[config.mk]
export PLATFORM = sky130hd
export DESIGN_NAME = alu_sequencer
export DESIGN_NICKNAME = d
export VERILOG_FILES = /design/src/rtl/alu_sequencer_pkg.sv /design/src/rtl/alu_sequencer_settle_counter.sv /design/src/rtl/alu_sequencer.sv
export SDC_FILE = /design/constraint.sdc
export NUM_CORES = 1
export LEC_CHECK = 0
export ABC_CLOCK_PERIOD_IN_PS = 4100
export CORE_UTILIZATION = 45
export DETAILED_ROUTE_END_ITERATION = 12
export HOLD_SLACK_MARGIN = 0.15
export PLACE_DENSITY = 0.68
export SETUP_SLACK_MARGIN = 0.05
export SYNTH_ARGS = -nofsm -noshare
export SYNTH_HDL_FRONTEND = slang
export SYNTH_SLANG_ARGS = --single-unit
export TNS_END_PERCENT = 50
[constraint.sdc]
create_clock -name clk -period 4.1 [get_ports clk]
set_clock_uncertainty 0.2 [all_clocks]
set_input_delay 0.41 -clock clk [delete_from_list [all_inputs] [get_ports clk]]
set_output_delay 0.41 -clock clk [all_outputs]
set_load 0.1 [all_outputs]
[src/rtl/alu_sequencer_pkg.sv]
// Shared opcode constants and sequencer state encoding for the ALU sequencer.
// The ALU opcodes match the ones used by the ALU control decoder.
package alu_sequencer_pkg;

  localparam logic [2:0] ALU_ADD  = 3'd0;
  localparam logic [2:0] ALU_SUB  = 3'd1;
  localparam logic [2:0] ALU_XOR  = 3'd2;
  localparam logic [2:0] ALU_SLT  = 3'd3;
  localparam logic [2:0] ALU_AND  = 3'd4;
  localparam logic [2:0] ALU_NAND = 3'd5;
  localparam logic [2:0] ALU_NOR  = 3'd6;
  localparam logic [2:0] ALU_OR   = 3'd7;
  localparam logic [3:0] CMD_MUL  = 4'b1000;

  typedef enum logic [2:0] {
    S_IDLE    = 3'd0,
    S_SETTLE  = 3'd1,
    S_MUL_CHK = 3'd2,
    S_MUL_ADD = 3'd3,
    S_RESP    = 3'd4
  } state_t;

  function automatic logic is_alu_op(input logic [3:0] cmd);
    return ~cmd[3];
  endfunction

endpackage

[src/rtl/alu_sequencer_settle_counter.sv]
// Loadable down-counter that times how long the ALU inputs are held
// before its gate-delayed outputs are sampled.
module settle_counter #(
  parameter int unsigned W = 4
) (
  input  logic         clk,
  input  logic         rst_n,
  input  logic         i_load,
  input  logic [W-1:0] i_load_val,
  input  logic         i_dec,
  output logic         o_done
);

  logic [W-1:0] r_cnt;

  always_ff @(posedge clk or negedge rst_n) begin
    if (!rst_n) begin
      r_cnt <= '0;
    end else if (i_load) begin
      r_cnt <= i_load_val;
    end else if (i_dec && (r_cnt != '0)) begin
      r_cnt <= r_cnt - {{(W-1){1'b0}}, 1'b1};
    end
  end

  assign o_done = (r_cnt == '0);

endmodule

[src/rtl/alu_sequencer.sv]
// Sequences single ALU operations and shift-and-add multiplies onto a ripple ALU,
// waiting a programmable settle time before sampling its outputs.
module alu_sequencer
  import alu_sequencer_pkg::*;
#(
  parameter int unsigned SETTLE_CYCLES = 4
) (
  input  logic        clk,
  input  logic        rst_n,
  input  logic        req_valid,
  output logic        req_ready,
  input  logic [3:0]  req_cmd,
  input  logic [31:0] req_a,
  input  logic [31:0] req_b,
  output logic [2:0]  alu_command,
  output logic [31:0] alu_operandA,
  output logic [31:0] alu_operandB,
  input  logic [31:0] alu_result,
  input  logic        alu_carryout,
  input  logic        alu_zero,
  input  logic        alu_overflow,
  output logic        rsp_valid,
  input  logic        rsp_ready,
  output logic [31:0] rsp_result,
  output logic        rsp_carry,
  output logic        rsp_zero,
  output logic        rsp_overflow,
  output logic        rsp_err
);

  localparam logic [3:0] LOAD_VAL = 4'(SETTLE_CYCLES - 1);

  state_t      r_state, w_next_state;
  logic        r_req_ready, r_rsp_valid;
  logic [2:0]  r_alu_command;
  logic [31:0] r_alu_operandA, r_alu_operandB;
  logic [31:0] r_acc, r_mcand, r_mplier;
  logic [5:0]  r_iter;
  logic        r_sticky;
  logic [31:0] r_rsp_result;
  logic        r_rsp_carry, r_rsp_zero, r_rsp_overflow, r_rsp_err;

  logic        w_cnt_load, w_cnt_dec, w_cnt_done;
  logic        w_drive;
  logic [2:0]  w_drv_cmd;
  logic [31:0] w_drv_a, w_drv_b;
  logic        w_mul_init, w_shift, w_acc_cap;
  logic        w_cap_alu, w_cap_mul, w_cap_err;

  settle_counter #(.W(4)) u_settle (
    .clk        (clk),
    .rst_n      (rst_n),
    .i_load     (w_cnt_load),
    .i_load_val (LOAD_VAL),
    .i_dec      (w_cnt_dec),
    .o_done     (w_cnt_done)
  );

  always_ff @(posedge clk or negedge rst_n) begin
    if (!rst_n) begin
      r_state     <= S_IDLE;
      r_req_ready <= 1'b0;
      r_rsp_valid <= 1'b0;
    end else begin
      r_state     <= w_next_state;
      r_req_ready <= (w_next_state == S_IDLE);
      r_rsp_valid <= (w_next_state == S_RESP);
    end
  end

  always_comb begin
    w_next_state = r_state;
    w_cnt_load   = 1'b0;
    w_cnt_dec    = 1'b0;
    w_drive      = 1'b0;
    w_drv_cmd    = r_alu_command;
    w_drv_a      = r_alu_operandA;
    w_drv_b      = r_alu_operandB;
    w_mul_init   = 1'b0;
    w_shift      = 1'b0;
    w_acc_cap    = 1'b0;
    w_cap_alu    = 1'b0;
    w_cap_mul    = 1'b0;
    w_cap_err    = 1'b0;
    case (r_state)
      S_IDLE: begin
        if (r_req_ready && req_valid) begin
          if (is_alu_op(req_cmd)) begin
            w_drive      = 1'b1;
            w_drv_cmd    = req_cmd[2:0];
            w_drv_a      = req_a;
            w_drv_b      = req_b;
            w_cnt_load   = 1'b1;
            w_next_state = S_SETTLE;
          end else if (req_cmd == CMD_MUL) begin
            w_mul_init   = 1'b1;
            w_next_state = S_MUL_CHK;
          end else begin
            w_cap_err    = 1'b1;
            w_next_state = S_RESP;
          end
        end else begin
          w_next_state = S_IDLE;
        end
      end
      S_SETTLE: begin
        if (w_cnt_done) begin
          w_cap_alu    = 1'b1;
          w_next_state = S_RESP;
        end else begin
          w_cnt_dec = 1'b1;
        end
      end
      S_MUL_CHK: begin
        if ((r_mplier == 32'd0) || (r_iter == 6'd32)) begin
          w_cap_mul    = 1'b1;
          w_next_state = S_RESP;
        end else if (r_mplier[0]) begin
          w_drive      = 1'b1;
          w_drv_cmd    = ALU_ADD;
          w_drv_a      = r_acc;
          w_drv_b      = r_mcand;
          w_cnt_load   = 1'b1;
          w_next_state = S_MUL_ADD;
        end else begin
          w_shift = 1'b1;
        end
      end
      S_MUL_ADD: begin
        if (w_cnt_done) begin
          w_acc_cap    = 1'b1;
          w_shift      = 1'b1;
          w_next_state = S_MUL_CHK;
        end else begin
          w_cnt_dec = 1'b1;
        end
      end
      S_RESP: begin
        if (rsp_ready) begin
          w_next_state = S_IDLE;
        end else begin
          w_next_state = S_RESP;
        end
      end
      default: w_next_state = S_IDLE;
    endcase
  end

  // Multiply datapath; sticky records any product bit lost above bit 31.
  always_ff @(posedge clk or negedge rst_n) begin
    if (!rst_n) begin
      r_acc    <= 32'd0;
      r_mcand  <= 32'd0;
      r_mplier <= 32'd0;
      r_iter   <= 6'd0;
      r_sticky <= 1'b0;
    end else if (w_mul_init) begin
      r_acc    <= 32'd0;
      r_mcand  <= req_a;
      r_mplier <= req_b;
      r_iter   <= 6'd0;
      r_sticky <= 1'b0;
    end else begin
      if (w_acc_cap) begin
        r_acc <= alu_result;
      end
      if (w_shift) begin
        r_mcand  <= {r_mcand[30:0], 1'b0};
        r_mplier <= {1'b0, r_mplier[31:1]};
        r_iter   <= r_iter + 6'd1;
        r_sticky <= r_sticky | (w_acc_cap & alu_carryout) | (r_mcand[31] & (|r_mplier[31:1]));
      end
    end
  end

  always_ff @(posedge clk or negedge rst_n) begin
    if (!rst_n) begin
      r_alu_command  <= ALU_ADD;
      r_alu_operandA <= 32'd0;
      r_alu_operandB <= 32'd0;
    end else if (w_drive) begin
      r_alu_command  <= w_drv_cmd;
      r_alu_operandA <= w_drv_a;
      r_alu_operandB <= w_drv_b;
    end
  end

  always_ff @(posedge clk or negedge rst_n) begin
    if (!rst_n) begin
      r_rsp_result   <= 32'd0;
      r_rsp_carry    <= 1'b0;
      r_rsp_zero     <= 1'b0;
      r_rsp_overflow <= 1'b0;
      r_rsp_err      <= 1'b0;
    end else if (w_cap_alu) begin
      r_rsp_result   <= alu_result;
      r_rsp_carry    <= alu_carryout;
      r_rsp_zero     <= alu_zero;
      r_rsp_overflow <= alu_overflow;
      r_rsp_err      <= 1'b0;
    end else if (w_cap_mul) begin
      r_rsp_result   <= r_acc;
      r_rsp_carry    <= 1'b0;
      r_rsp_zero     <= (r_acc == 32'd0);
      r_rsp_overflow <= r_sticky;
      r_rsp_err      <= 1'b0;
    end else if (w_cap_err) begin
      r_rsp_result   <= 32'd0;
      r_rsp_carry    <= 1'b0;
      r_rsp_zero     <= 1'b0;
      r_rsp_overflow <= 1'b0;
      r_rsp_err      <= 1'b1;
    end
  end

  assign req_ready    = r_req_ready;
  assign rsp_valid    = r_rsp_valid;
  assign alu_command  = r_alu_command;
  assign alu_operandA = r_alu_operandA;
  assign alu_operandB = r_alu_operandB;
  assign rsp_result   = r_rsp_result;
  assign rsp_carry    = r_rsp_carry;
  assign rsp_zero     = r_rsp_zero;
  assign rsp_overflow = r_rsp_overflow;
  assign rsp_err      = r_rsp_err;

endmodule
* Word level (Yosys, flattened, before mapping)
Cells that the tools add are included.
Word-level totals: flip-flop bits (word level) 215, output and inout bits 105, logic and storage cells 123
Cells by class: add/sub/neg operators 2, eq/ne operators 11, muxes and demuxes 72, bitwise logic cells 4, reduce and logical (&&, ||, !) cells 17
Operator list (count):
- two-way mux 32 bit | 17
- one-hot mux 32 bit (2 select lines) | 2
- zero test 32 bit | 2
- two-way mux 3 bit | 12
- two-way mux 1 bit | 33
- OR reduction 31 bit | 1
- one-hot mux 3 bit (5 select lines) | 1
- two-way mux 6 bit | 2
- two-way mux 4 bit | 2
- inequality test 2 bit (second input constant) | 4
- nonzero test 2 bit | 4
- adder 6 x 1 -> 6 bit (second input constant) | 1
- == test 3 x 2 -> 1 bit (second input constant) | 2
- == test 3 bit (second input constant) | 2
- == test 6 bit (second input constant) | 1
- zero test 3 bit | 2
- one-hot mux 3 bit (2 select lines) | 1
- AND reduction 6 bit | 1
- == test 4 bit (second input constant) | 1
- zero test 4 bit | 1
- one-hot mux 1 bit (2 select lines) | 2
- nonzero test 4 bit | 1
- subtractor 4 x 1 -> 4 bit (second input constant) | 1
- == test 3 x 1 -> 1 bit (second input constant) | 1
- 6 further kinds | 9

* Logic depth before layout (Yosys ltp)
depth after elaboration 8, gate-level depth with buffers 9

* Modules after synthesis
From an unflattened synthesis, not the netlist that was laid out.
Unflattened totals: cell total of the unflattened synthesis 985, area, all modules 9541.7 um^2
By module, submodules not included:
- alu_sequencer | instances 1, cells an instance 958, area each 9288.9 um^2, seq. area each 5280.1 um^2
- settle_counter | instances 1, cells an instance 27, area each 252.7 um^2, seq. area each 100.1 um^2

* Worst setup path after synthesis
No wires, ideal clock.
path kind flip-flop to flip-flop, start point reg r_req_ready, in the netlist req_ready, end point reg r_alu_operandA[0], in the netlist alu_operandA[0], setup time 0.082 ns, arrival time 2.274 ns, slack 1.544 ns, cell stages (with the launch flop) 8, buffers on the path 2, period minus slack after synthesis 2.556 ns, cells stage by stage dfrtp_1 -> and2_1 -> and3b_1 -> a31o_2 -> clkbuf_1 -> clkbuf_1 -> nor2_1 -> a31oi_1
On the way: longest elaborated chain between the ends 4, elaborated cells on any way between the ends 5, classes of those cells 1 x eq/ne; 2 x mux; 2 x reduce/logical
RTL lines:
- from (decl) | line alu_sequencer.sv:34 | logic r_req_ready, r_rsp_valid;
- from (signal assigned) | line alu_sequencer.sv:66 | r_req_ready <= (w_next_state == S_IDLE);
- logical AND 1 bit (*) | line alu_sequencer.sv:87 | if (r_req_ready && req_valid) begin
- two-way mux 1 bit | line alu_sequencer.sv:87
- one-hot mux 1 bit (2 select lines) | line alu_sequencer.sv:85 | case (r_state)
- AND reduction 6 bit (no source line) (*)
- to (signal assigned) | line alu_sequencer.sv:183 | r_alu_operandA <= w_drv_a;
- to (decl) | line alu_sequencer.sv:36 | logic [31:0] r_alu_operandA, r_alu_operandB;
Every way passes the cells marked *; elsewhere a longest branch is shown, timed or not. A chain may end at the register's enable or synchronous reset.

* Final worst setup path
start point reg r_state[1], end point reg r_mcand[13]
On the way: longest elaborated chain between the ends 3, elaborated cells on any way between the ends 7, classes of those cells 2 x eq/ne; 3 x mux; 2 x reduce/logical
RTL lines:
- from (decl) | line alu_sequencer.sv:33 | state_t r_state, w_next_state;
- from (signal assigned) | line alu_sequencer.sv:65 | r_state <= w_next_state;
- == test 3 x 2 -> 1 bit / zero test 3 bit (equally long branches) | line alu_sequencer.sv:85
- one-hot mux 1 bit (2 select lines) / two-way mux 1 bit (equally long branches) | line alu_sequencer.sv:85
- nonzero test 2 bit (no source line) / two-way mux 32 bit (equally long branches)
- to (signal assigned) | line alu_sequencer.sv:159 | r_mcand <= req_a;
- to (signal assigned) | line alu_sequencer.sv:168 | r_mcand <= {r_mcand[30:0], 1'b0};
- to (decl) | line alu_sequencer.sv:37 | logic [31:0] r_acc, r_mcand, r_mplier;
Several ways; a longest one is shown, not always the timed one.

==> metrics <==
Cells after Synth=slightly above 1000; wire length of the first global-routing pass=approximately 48000 microns; critical path type=flip-flop to flip-flop; power density over the cells=between 900 and 1000 mW/mm^2; Worst-Skew Late Latency=~0.52 ns; slew margin rel.=between 20% and 30%; vias in the first global route=roughly 8700; final WL=30300 microns; largest net degree at the start of global routing=101; cell area after layout=about 0.013 sq mm; dpl cells=~1400; Primary FF master, synth=dfrtp_1; Leak Pwr=around 5.6 nW; ys async rst share=100%; CTS clk-pin slew, worst paths=0.06 ns; Worst setup EP type=flip-flop; CP arrival=around 3.2 ns; clock buffer count from CTS=23; number of synthesized register bits=between 200 and 250; Core Util, Final=between 60% and 70%; starting DRC count in detailed routing=750; Post-synth EDFFs=0; Layout Nets=~1300; setup TNS=0 ns; IO buf count=between 200 and 250; mean area per synthesized cell=about 9.5 sq um; core area=~0.021 sq mm; Post-DP Area=0.0121 sq mm; clock sink total=215; Congestion Overflow GR=0; max-slew violations=0; post-route ant nets=0; Final period util=between 70% and 80%; post-CTS setup buffer count=0; DRC Markers=0; drt via density=6.01; synthesized cell area=about 0.01 sq mm; Yosys warning count=0; syn nets=roughly 1100; status=finished clean; worst vdd ir=approximately 0.0008 V; hold crit path type=flip-flop to flip-flop; GRT Total Usage=between 20% and 30%; final hold violations=0; Die Area=about 0.023 sq mm; CP required=about 4.3 ns; initial antenna violation count=3; clk buf depth=3; Starting Density=between 40% and 50%; Post-Layout Cell Count=roughly 1500; crit path max fanout=36; via count=roughly 9000; drt pass-1 iters=5; GPL Wtd Cong=about 0.89; Max Freq=roughly 0.34 GHz; chip width=around 150 microns; Area Growth Syn to Fin=30.3%; height of the die=roughly 150 microns; max_cap viols=0; Yosys top cell area share=between 50 and 60%; hold_ws=roughly 0.26 ns; Post-DP HPWL=about 20000 microns; Area contributors post-synth=dfrtp_1 (54%), a221o_1 (9.6%), nand2_1 (8.2%); Site Rows=53; Netlist cell types=between 40 and 50; CP startpoint kind=flip-flop; # setup viols final=0; number of top-level pins=212; share of layout cells above drive strength 1=under 10%; CTS tree=yes; time the worst path needs with I/O delays and setup=between 2 and 3 ns; DR WL/cell=a little over 20 microns; post-synthesis sequential area ratio=between 50 and 60%; RSZ-0062 raised after global routing=false; Tightest Pin Transition=between 1 and 1.5 ns; Root Driver=clkbuf_16; leading area contributor after synthesis=dfrtp_1; H-tree levels=1
[registers in the layout, indices dropped and copies added (netlist names), 4 cells and up]
signal,flops
u_settle.r_cnt,4
r_acc,32
r_mcand,32
r_iter,6
rsp_result,32
alu_operandA,32
alu_operandB,32
r_mplier,32
[logic make-up (layout without fill, tap and decap cells)]
logic type	Yosys count	after routing	share of synthesized area [%]
AO/OA/AOI/OAI	220	220	17.3
adder cells (fa/ha/maj)	4	4	0.507
AND/OR/NAND/NOR	493	493	22.8
other	0	1	0
multiplexers	4	4	0.406
XOR/XNOR	2	2	0.177
flip-flops	215	215	54.5
buffers and inverters	99	277	4.31
[stage by stage]
stage | total power, mW | worst slack (ns)
after global placement | 9.77 | 1.19
final | 11.8 | 1.13
after detailed placement | 9.84 | 1.15
after floorplan | 8.18 | 1.54
after CTS | 11.9 | 1.15
after global routing | 12.3 | 1.02
[cell usage after synthesis, types with 5 or more instances]
cell type	count
nand4_1	5
dfrtp_1	215
buf_2	22
nor3_1	7
inv_1	7
nand2_1	215
o21ai_0	11
buf_4	7
nor2_1	133
a21oi_1	36
nor4_1	16
a31oi_1	65
nor4b_1	34
clkbuf_1	59
nand3_1	66
a221o_1	95
[path summary, 6_finish.rpt]
path	start	to	slack, ns	cells after the start
max in group asynchronous	rst_n	r_mplier[17]	2.43	3
min in group asynchronous	rst_n	r_acc[27]	0.29	2
min reg2reg	alu_command[1]	alu_command[1]	0.26	2
min	alu_command[1]	alu_command[1]	0.26	2
max	r_state[1]	r_mcand[13]	1.13	6
max reg2reg	r_state[1]	r_mcand[13]	1.13	6
[worst max-delay path, stage by stage (launching register included)]
cell	delay (ns)
dfrtp_1	0.49
or3b_2	0.51
a211oi_2	0.34
o21a_2	0.70
buf_12	0.27
nor2_1	0.07
a221o_1	0.27
[routing by layer]
| metal | wire length [microns] | vias up | GRT usage (%) |
|---|---|---|---|
| li1 | - | 4078 | - |
| met1 | 12600 | 4474 | 37.5 |
| met2 | 14500 | 352 | 42.8 |
| met3 | 2280 | 62 | 5.67 |
| met4 | 903 | 2 | 8.94 |
| met5 | 11 | - | 0 |
[layout make-up]
class	count	area [sq um]
Antenna cell	1	2.50
Multi-Input combinational cell	723	4110
Tap cell	275	344
Fill cell	1815	8420
Sequential cell	215	5380
Clock inverter	8	68.8
Clock buffer	32	639
Inverter	7	26.3
Timing Repair Buffer	230	2300
[placed cells by master (no fill, tap or decap), types with 4 or more instances in the layout]
cell / Yosys / routed
dfrtp_1: 215 / 215
nand2_1: 215 / 214
clkdlybuf4s50_1: 0 / 210
nor2_1: 133 / 132
a221o_1: 95 / 95
a31oi_1: 65 / 65
nand3_1: 66 / 65
a21oi_1: 36 / 36
nor4b_1: 34 / 34
clkbuf_16: 0 / 23
nor4_1: 16 / 16
buf_4: 7 / 15
o21ai_0: 11 / 11
inv_1: 7 / 7
clkbuf_1: 59 / 6
clkinv_2: 0 / 6
nand4_1: 5 / 5
nor3_1: 7 / 5
mux2i_1: 4 / 4
ha_1: 4 / 4
[repair_timing]
item,4_1_cts,5_1_grt
gates resized for setup,0,0
hold buffers,1,0
endpoints found under the hold margin,82,0
[power by group]
group / switching [mW] / leakage (nW) / internal [mW] / total (mW)
sequential: 0.755 / 2.68 / 2.99 / 3.75
clock: 0.849 / 0.354 / 1.15 / 2.00
combinational: 4.44 / 2.55 / 1.64 / 6.08
total: 6.04 / 5.59 / 5.78 / 11.8
Note: power is estimated with default switching activity, not from simulation.
